### src/rtl/load_store_unit.sv
// Load/store unit between the execute stage and a byte-masked, word-organised data memory.
// Accepts one RV32I load/store at a time, rejects misaligned, out-of-range or illegal-funct3
// requests without touching memory, and returns sign/zero-extended load data.
//
// Ports:
//   clk_i, rst_ni        clock (rising edge), asynchronous active-low reset
//   req_*                request handshake (valid/ready), store flag, funct3, byte address, data
//   rsp_*                one-cycle response pulse with extended load data and error flag
//   mem_*                memory address, read strobe, byte write mask, write data, read data
//                        (read data is valid the cycle after the strobe)
module load_store_unit #(
  parameter int unsigned MEM_SIZE = 4194304,
  localparam int unsigned ADDR_WIDTH = $clog2(MEM_SIZE)
) (
  input  logic                  clk_i,
  input  logic                  rst_ni,
  input  logic                  req_valid_i,
  output logic                  req_ready_o,
  input  logic                  req_we_i,
  input  logic [2:0]            req_funct3_i,
  input  logic [31:0]           req_addr_i,
  input  logic [31:0]           req_wdata_i,
  output logic                  rsp_valid_o,
  output logic [31:0]           rsp_rdata_o,
  output logic                  rsp_err_o,
  output logic [ADDR_WIDTH-1:0] mem_addr_o,
  output logic                  mem_rstrb_o,
  input  logic [31:0]           mem_rdata_i,
  output logic [3:0]            mem_wmask_o,
  output logic [31:0]           mem_wdata_o
);

  typedef enum logic [1:0] {StIdle, StAccess, StWait, StResp} state_e;

  state_e      state_q;
  logic        req_we_q;
  logic [2:0]  req_funct3_q;
  logic [1:0]  req_off_q;

  logic        f3_legal;
  logic        misaligned;
  logic        out_of_range;
  logic        req_err;
  logic [3:0]  st_mask;
  logic [31:0] st_wdata;
  logic [7:0]  ld_byte;
  logic [15:0] ld_half;
  logic [31:0] ld_data;

  assign req_ready_o = (state_q == StIdle);

  // Request checks, evaluated on the raw inputs at the accept edge.
  always_comb begin
    if (req_we_i) begin
      f3_legal = req_funct3_i inside {3'b000, 3'b001, 3'b010};
    end else begin
      f3_legal = req_funct3_i inside {3'b000, 3'b001, 3'b010, 3'b100, 3'b101};
    end
    misaligned   = ((req_funct3_i[1:0] == 2'b01) && req_addr_i[0]) ||
                   ((req_funct3_i[1:0] == 2'b10) && (req_addr_i[1:0] != 2'b00));
    // Shift form stays valid even when ADDR_WIDTH reaches 32.
    out_of_range = ((req_addr_i >> ADDR_WIDTH) != 32'd0);
    req_err      = !f3_legal || misaligned || out_of_range;
  end

  // Store lane placement: data replicated across lanes, mask selects the target bytes.
  always_comb begin
    unique case (req_funct3_i[1:0])
      2'b00: begin
        st_mask  = 4'b0001 << req_addr_i[1:0];
        st_wdata = {4{req_wdata_i[7:0]}};
      end
      2'b01: begin
        st_mask  = 4'b0011 << {req_addr_i[1], 1'b0};
        st_wdata = {2{req_wdata_i[15:0]}};
      end
      default: begin
        st_mask  = 4'b1111;
        st_wdata = req_wdata_i;
      end
    endcase
  end

  // Load extraction from the memory word using the registered offset and size code.
  always_comb begin
    unique case (req_off_q)
      2'd0:    ld_byte = mem_rdata_i[7:0];
      2'd1:    ld_byte = mem_rdata_i[15:8];
      2'd2:    ld_byte = mem_rdata_i[23:16];
      default: ld_byte = mem_rdata_i[31:24];
    endcase
    ld_half = req_off_q[1] ? mem_rdata_i[31:16] : mem_rdata_i[15:0];
    unique case (req_funct3_q)
      3'b000:  ld_data = {{24{ld_byte[7]}}, ld_byte};
      3'b001:  ld_data = {{16{ld_half[15]}}, ld_half};
      3'b100:  ld_data = {24'd0, ld_byte};
      3'b101:  ld_data = {16'd0, ld_half};
      default: ld_data = mem_rdata_i;
    endcase
  end

  // Outputs are registered on the edge that enters the state in which they are valid, so
  // strobes and masks are high exactly during ACCESS and drop the moment reset asserts.
  always_ff @(posedge clk_i or negedge rst_ni) begin
    if (!rst_ni) begin
      state_q      <= StIdle;
      req_we_q     <= 1'b0;
      req_funct3_q <= 3'd0;
      req_off_q    <= 2'd0;
      rsp_valid_o  <= 1'b0;
      rsp_rdata_o  <= 32'd0;
      rsp_err_o    <= 1'b0;
      mem_addr_o   <= '0;
      mem_rstrb_o  <= 1'b0;
      mem_wmask_o  <= 4'd0;
      mem_wdata_o  <= 32'd0;
    end else begin
      rsp_valid_o <= 1'b0;
      mem_rstrb_o <= 1'b0;
      mem_wmask_o <= 4'd0;
      unique case (state_q)
        StIdle: begin
          if (req_valid_i) begin
            req_we_q     <= req_we_i;
            req_funct3_q <= req_funct3_i;
            req_off_q    <= req_addr_i[1:0];
            if (req_err) begin
              rsp_valid_o <= 1'b1;
              rsp_err_o   <= 1'b1;
              rsp_rdata_o <= 32'd0;
              state_q     <= StResp;
            end else begin
              mem_addr_o  <= req_addr_i[ADDR_WIDTH-1:0];
              mem_rstrb_o <= !req_we_i;
              if (req_we_i) begin
                mem_wmask_o <= st_mask;
                mem_wdata_o <= st_wdata;
              end
              state_q <= StAccess;
            end
          end
        end
        StAccess: begin
          if (req_we_q) begin
            rsp_valid_o <= 1'b1;
            rsp_err_o   <= 1'b0;
            rsp_rdata_o <= 32'd0;
            state_q     <= StResp;
          end else begin
            state_q <= StWait;
          end
        end
        StWait: begin
          rsp_valid_o <= 1'b1;
          rsp_err_o   <= 1'b0;
          rsp_rdata_o <= ld_data;
          state_q     <= StResp;
        end
        StResp: begin
          state_q <= StIdle;
        end
        default: begin
          state_q <= StIdle;
        end
      endcase
    end
  end

endmodule
### config.mk
export PLATFORM = sky130hd
export DESIGN_NAME = load_store_unit
export DESIGN_NICKNAME = d
export VERILOG_FILES = /design/src/rtl/load_store_unit.sv
export SDC_FILE = /design/constraint.sdc
export NUM_CORES = 1
export LEC_CHECK = 0
export BUFFER_PORTS_ARGS = -buffer_cell sky130_fd_sc_hd__buf_2
export CAP_MARGIN = 40
export CORE_MARGIN = 5
export CORE_UTILIZATION = 35
export DETAILED_ROUTE_END_ITERATION = 12
export PLACE_DENSITY_LB_ADDON = 0.1
export SYNTH_ARGS = -nofsm -noshare
export SYNTH_HDL_FRONTEND = slang
export SYNTH_SLANG_ARGS = --single-unit
### constraint.sdc
create_clock -name clk_i -period 2.7 [get_ports clk_i]
set_input_delay 0.405 -clock clk_i [delete_from_list [all_inputs] [get_ports clk_i]]
set_output_delay 0.405 -clock clk_i [all_outputs]
set_load 0.02 [all_outputs]
======== Word level (Yosys, flattened, before mapping) ========
Index checks and enable logic that the tools add are counted.
cells by class
  equal/unequal tests ..................... 17
  shift operators ......................... 2
  mux-type cells .......................... 29
  bitwise gates (word level) .............. 1
  reduce and logical (&&, ||, !) cells .... 21
operators by type and width
  cell                                                                   number
  32-bit case mux with 4 select lines                                    1
  32-bit 2-to-1 mux                                                      3
  32-bit case mux with 3 select lines                                    1
  32-bit case mux with 2 select lines                                    1
  32-bit nonzero test                                                    1
  8-bit case mux with 3 select lines                                     1
  16-bit 2-to-1 mux                                                      1
  4-bit 2-to-1 mux                                                       4
  3-bit equality test, second input constant                             4
  1-bit 2-to-1 mux                                                       11
  2-bit equality test, second input constant                             4
  2-bit case mux with 4 select lines                                     1
  4-bit case mux with 2 select lines                                     1
  4-bit AND reduction                                                    2
  2-bit by 1-bit equality test with 1-bit output, second input constant  3
  3-bit by 1-bit equality test with 1-bit output, second input constant  2
  2-bit zero test                                                        3
  3-bit zero test                                                        2
  1-bit case mux with 3 select lines                                     2
  3-bit nonzero test                                                     2
  5-bit nonzero test                                                     1
  2-bit 2-to-1 mux                                                       2
  2-bit != test, second input constant                                   2
  1-bit by 2-bit << shifter with 4-bit output, first input constant      1
  other kinds (10)                                                       14
storage, ports and cells
  flip-flop bits (word level) ............. 101
  input port bits ......................... 103
  output and inout bits ................... 94
  word-level logic and storage cells ...... 81

======== Longest topological paths before layout ========
  word-level depth ........................ 9
  depth in mapped cells ................... 9
  gate-level depth less buffers ........... 6

======== Worst setup path after synthesis ========
Ideal clock, no wire load.
  path kind ............................... register to register
  start point ............................. reg state_q[0]
  end point ............................... reg rsp_rdata_o[7]
  setup time .............................. 0.079 ns
  data arrival time ....................... 1.977 ns
  required time ........................... 2.621 ns
  path slack .............................. 0.644 ns
  cell stages (with the launch flop) ...... 9
  path buffers ............................ 2
  period minus slack after synthesis ...... 2.056 ns
  cell sequence ........................... dfrtp_1 -> inv_1 -> ha_1 -> buf_2 -> nor2b_1 -> nor3_2 -> a21boi_2 -> buf_2 -> mux2i_1
on the way
  cells in the longest elaborated chain, start to end .. 3
  elaborated cells between the ends (all ways) .. 9
  those cells by class .................... eq/ne: 5; mux: 1; reduce/logical: 3
RTL lines
  what                                                                               RTL line  source
  from (decl)                                                                        35        state_e state_q;
  from (signal assigned)                                                             106       state_q <= StIdle;
  from (signal assigned)                                                             131       state_q <= StResp;
  from (signal assigned)                                                             139       state_q <= StAccess;
  2-bit zero test *                                                                  --
  net req_ready_o                                                                    18        output logic req_ready_o,
  2-bit by 1-bit != test with 1-bit output (no source line) (tied with other cells)  --
  4-bit AND reduction (no source line)                                               --
  to (signal assigned)                                                               156       rsp_rdata_o <= ld_data;
  to (decl)                                                                          24        output logic [31:0] rsp_rdata_o,
Mark *: on every way through the listed nets, which the timed path passes. The rest lies on a longest branch.
A chain may end at the register's enable or synchronous reset.

======== Worst setup path in the final report ========
  start point ............................. reg state_q[0]
  end point ............................... reg mem_addr_o[19]
on the way
  cells in the longest elaborated chain, start to end .. 2
RTL lines
  what                                  RTL line  source
  2-bit zero test                       121       unique case (state_q)
  3-bit AND reduction (no source line)  --
  to (signal assigned)                  133       mem_addr_o <= req_addr_i[ADDR_WIDTH-1:0];
  to (decl)                             26        output logic [ADDR_WIDTH-1:0] mem_addr_o,
No other way between the ends.

==> out/qor.yml <==
power.total_w: 0.00563
start_util: 0.359
synth-seq-cells: 101
seq_area_frac_synth: 0.481
place_congestion: 0.804
worstSkewPairLatency_ps: 340
drt_iter0_markers: 183
setup_viol: 0
dp_hpwl_mm: 10.9
clk_pin_slew_ps: 70
maxCapViolCount: 0
cts.sinks: 101
r2r_slack_ps: 550
cp-startpoint: "state_q[0]"
muxShareOfSynthArea: 0.253
p_leak_nw: 3.48
fin_crit_sh: 0.796
cts_hold_buf: 0
synth_area_um2: 5250
core_region_area_um2: 14600
area_growth_syn_to_layout_pct: 27.1
regArea_um2: 2530
hp-class: "in2async"
yosysUniqueCellTypes: 50
final_max_slew_viol_count: 0
vias_per_cell: 5.12
dr_total_vias: 4149
tns_ps: 0
crit_arrival_ps: 2370
status: "complete, no violations"
cpPeakStageDelay_ps: 410
synth_top_family_by_area: "multiplexers"
ff2ff_path_depth: 6
wl_per_cell_um: 18.0
slew_headroom: 0.509
drc: 0
cts-root-buf: "clkbuf_16"
crit_path_start_kind: "flip-flop"
cp_cell_sequence: "inv_1, ha_1, nand2_1, nor2_4, buf_4, mux2_2"
crit_path_end_kind: "flip-flop"
synthCells: 427
cts_setup_buffers: 0
drtPass1Iterations: 7
dieArea_um2: 17600
r2r-start: "state_q[0]"
numPortBuffers: 196
io_pins: 197
synth_fa_ha_area_frac: 0.00953
h-tree-depth: 3
synth_compound_gate_area_share: 0.117
grt_first_pass_wirelength_mm: 24.1
pre_cts_ws_ps: 435
crit_type: "reg2reg"
grt_usage: 0.168
async_flop_share: 1.00
gr-total-overflow: 0
n_fill_cell: 1441
final-hold-violation-count: 0
synth-main-ff-cell: "dfrtp_1"
synth_area_leader_cell: "dfrtp_1"
fin_ws_ps: 551
synthXorXnorAreaFrac: 0
cts_buffers: 9
antenna-diode-count: 0
fmax_ghz: 0.465
yosys_warnings: 0
syn_nets: 534
cp.required_ps: 2920
multi_input_area_um2: 2430
crit_fanout: 22
cp_slowest_cell: "dfrtp_1"
grt_pass1_vias: 4517
final_common_cell: "buf_2"
fin_nets: 728
clockBufferDepth: 2
skew_ps: 6.39
layout_common_cells: "buf_2, dfrtp_1, mux2_2"
power_density_nw_per_um2: 843
cts_resized: 0
die_w_um: 132
syn_avg_cell_area_um2: 12.3
synth_edf_count: 0
rows: 44
yosysTopAreaCellShare: 0.481
wl_mm: 14.6
fin_crit_ps: 2150
tightest_slew_ps: 737
ys_top_cells_by_area: "dfrtp_1, mux2_2, mux2_4, mux2i_1, nand2_1"
rsz0062_at_grt: "no"
antenna_found_initial: 1
cts_tree: "yes"
drive_above_1_share: 0.522
antenna_left: 0
yosys.area_share.simple: 0.0848
grt_max_degree: 56
ir_drop_mv: 0.511
die_h_um: 132
kinds of logic (layout without fill, tap and decap cells):
family,after synthesis,after routing
muxes,110,110
AOI/OAI and AO/OA,76,76
DFF,101,101
adders and majority gates,4,4
buffers and inverters,53,252
and+or+nand+nor,83,83
routing by layer:
metal	vias up	global-route usage	share of wire
li1	1933	-	-
met1	2054	0.231	0.46
met2	141	0.263	0.46
met3	19	0.0399	0.061
met4	2	0.0572	0.017
met5	-	0	0.00089
report_power, final:
| group | switching [W] | internal (W) |
|---|---|---|
| Clock | 0.000587 | 0.000632 |
| Sequential | 0.000193 | 0.00179 |
| Combinational | 0.00141 | 0.00101 |
flip-flops by register name, summed over array words and instances, names as in the netlist:
name	count
mem_wmask_o	4
rsp_valid_o	1
rsp_rdata_o	32
req_off_q	2
rsp_err_o	1
req_we_q	1
state_q	2
mem_addr_o	22
mem_rstrb_o	1
req_funct3_q	3
mem_wdata_o	32
worst paths after layout:
kind                                    to
hold reg to reg            rsp_rdata_o[26]
min in group clk_i             mem_rstrb_o
max in group asynchronous  rsp_rdata_o[21]
hold / removal              rsp_rdata_o[8]
setup / recovery            mem_addr_o[19]
setup reg to reg            mem_addr_o[19]
through the flow:
stage	util	hold slack, ps	instance area [µm²]	cells
3_3_place_gp	0.437	482	6400	794
3_5_place_dp	0.437	485	6400	794
6_report	0.456	124	6680	810
2_1_floorplan	-	109	5250	427
4_1_cts	0.456	141	6680	810
5_1_grt	0.456	196	6680	810
worst max-delay path: cells and delay by family, from the launching register on:
family / cells / cell delay [ps]
simple gates: 2 / 470
flops: 1 / 410
mux: 1 / 380
buf+inv: 2 / 420
fa+ha+maj: 1 / 340
synth_stat cells, types with 2 or more instances:
master,number
o221ai_1,8
mux2i_1,23
dfrtp_1,101
nor3_1,3
o211ai_1,6
mux2_4,28
clkbuf_1,12
a21oi_1,14
o21a_1,2
ha_1,4
buf_6,3
nand2_1,45
mux2_2,58
o32ai_1,7
buf_2,6
buf_4,3
nor2b_1,5
nand2b_1,9
buf_12,3
o32a_1,16
inv_1,23
nor4_4,2
or3_1,2
o21ai_0,11
nor2_1,6
nand3_1,3
final cells by class:
class	instances	area share
clock buffers	10	0.0343
flip-flops and latches	101	0.379
repair buffers	212	0.167
multi-input cells	273	0.365
inverters	24	0.0135
well taps	184	0.0345
clock inverters	6	0.00731
(Power assumes the default switching activity.)
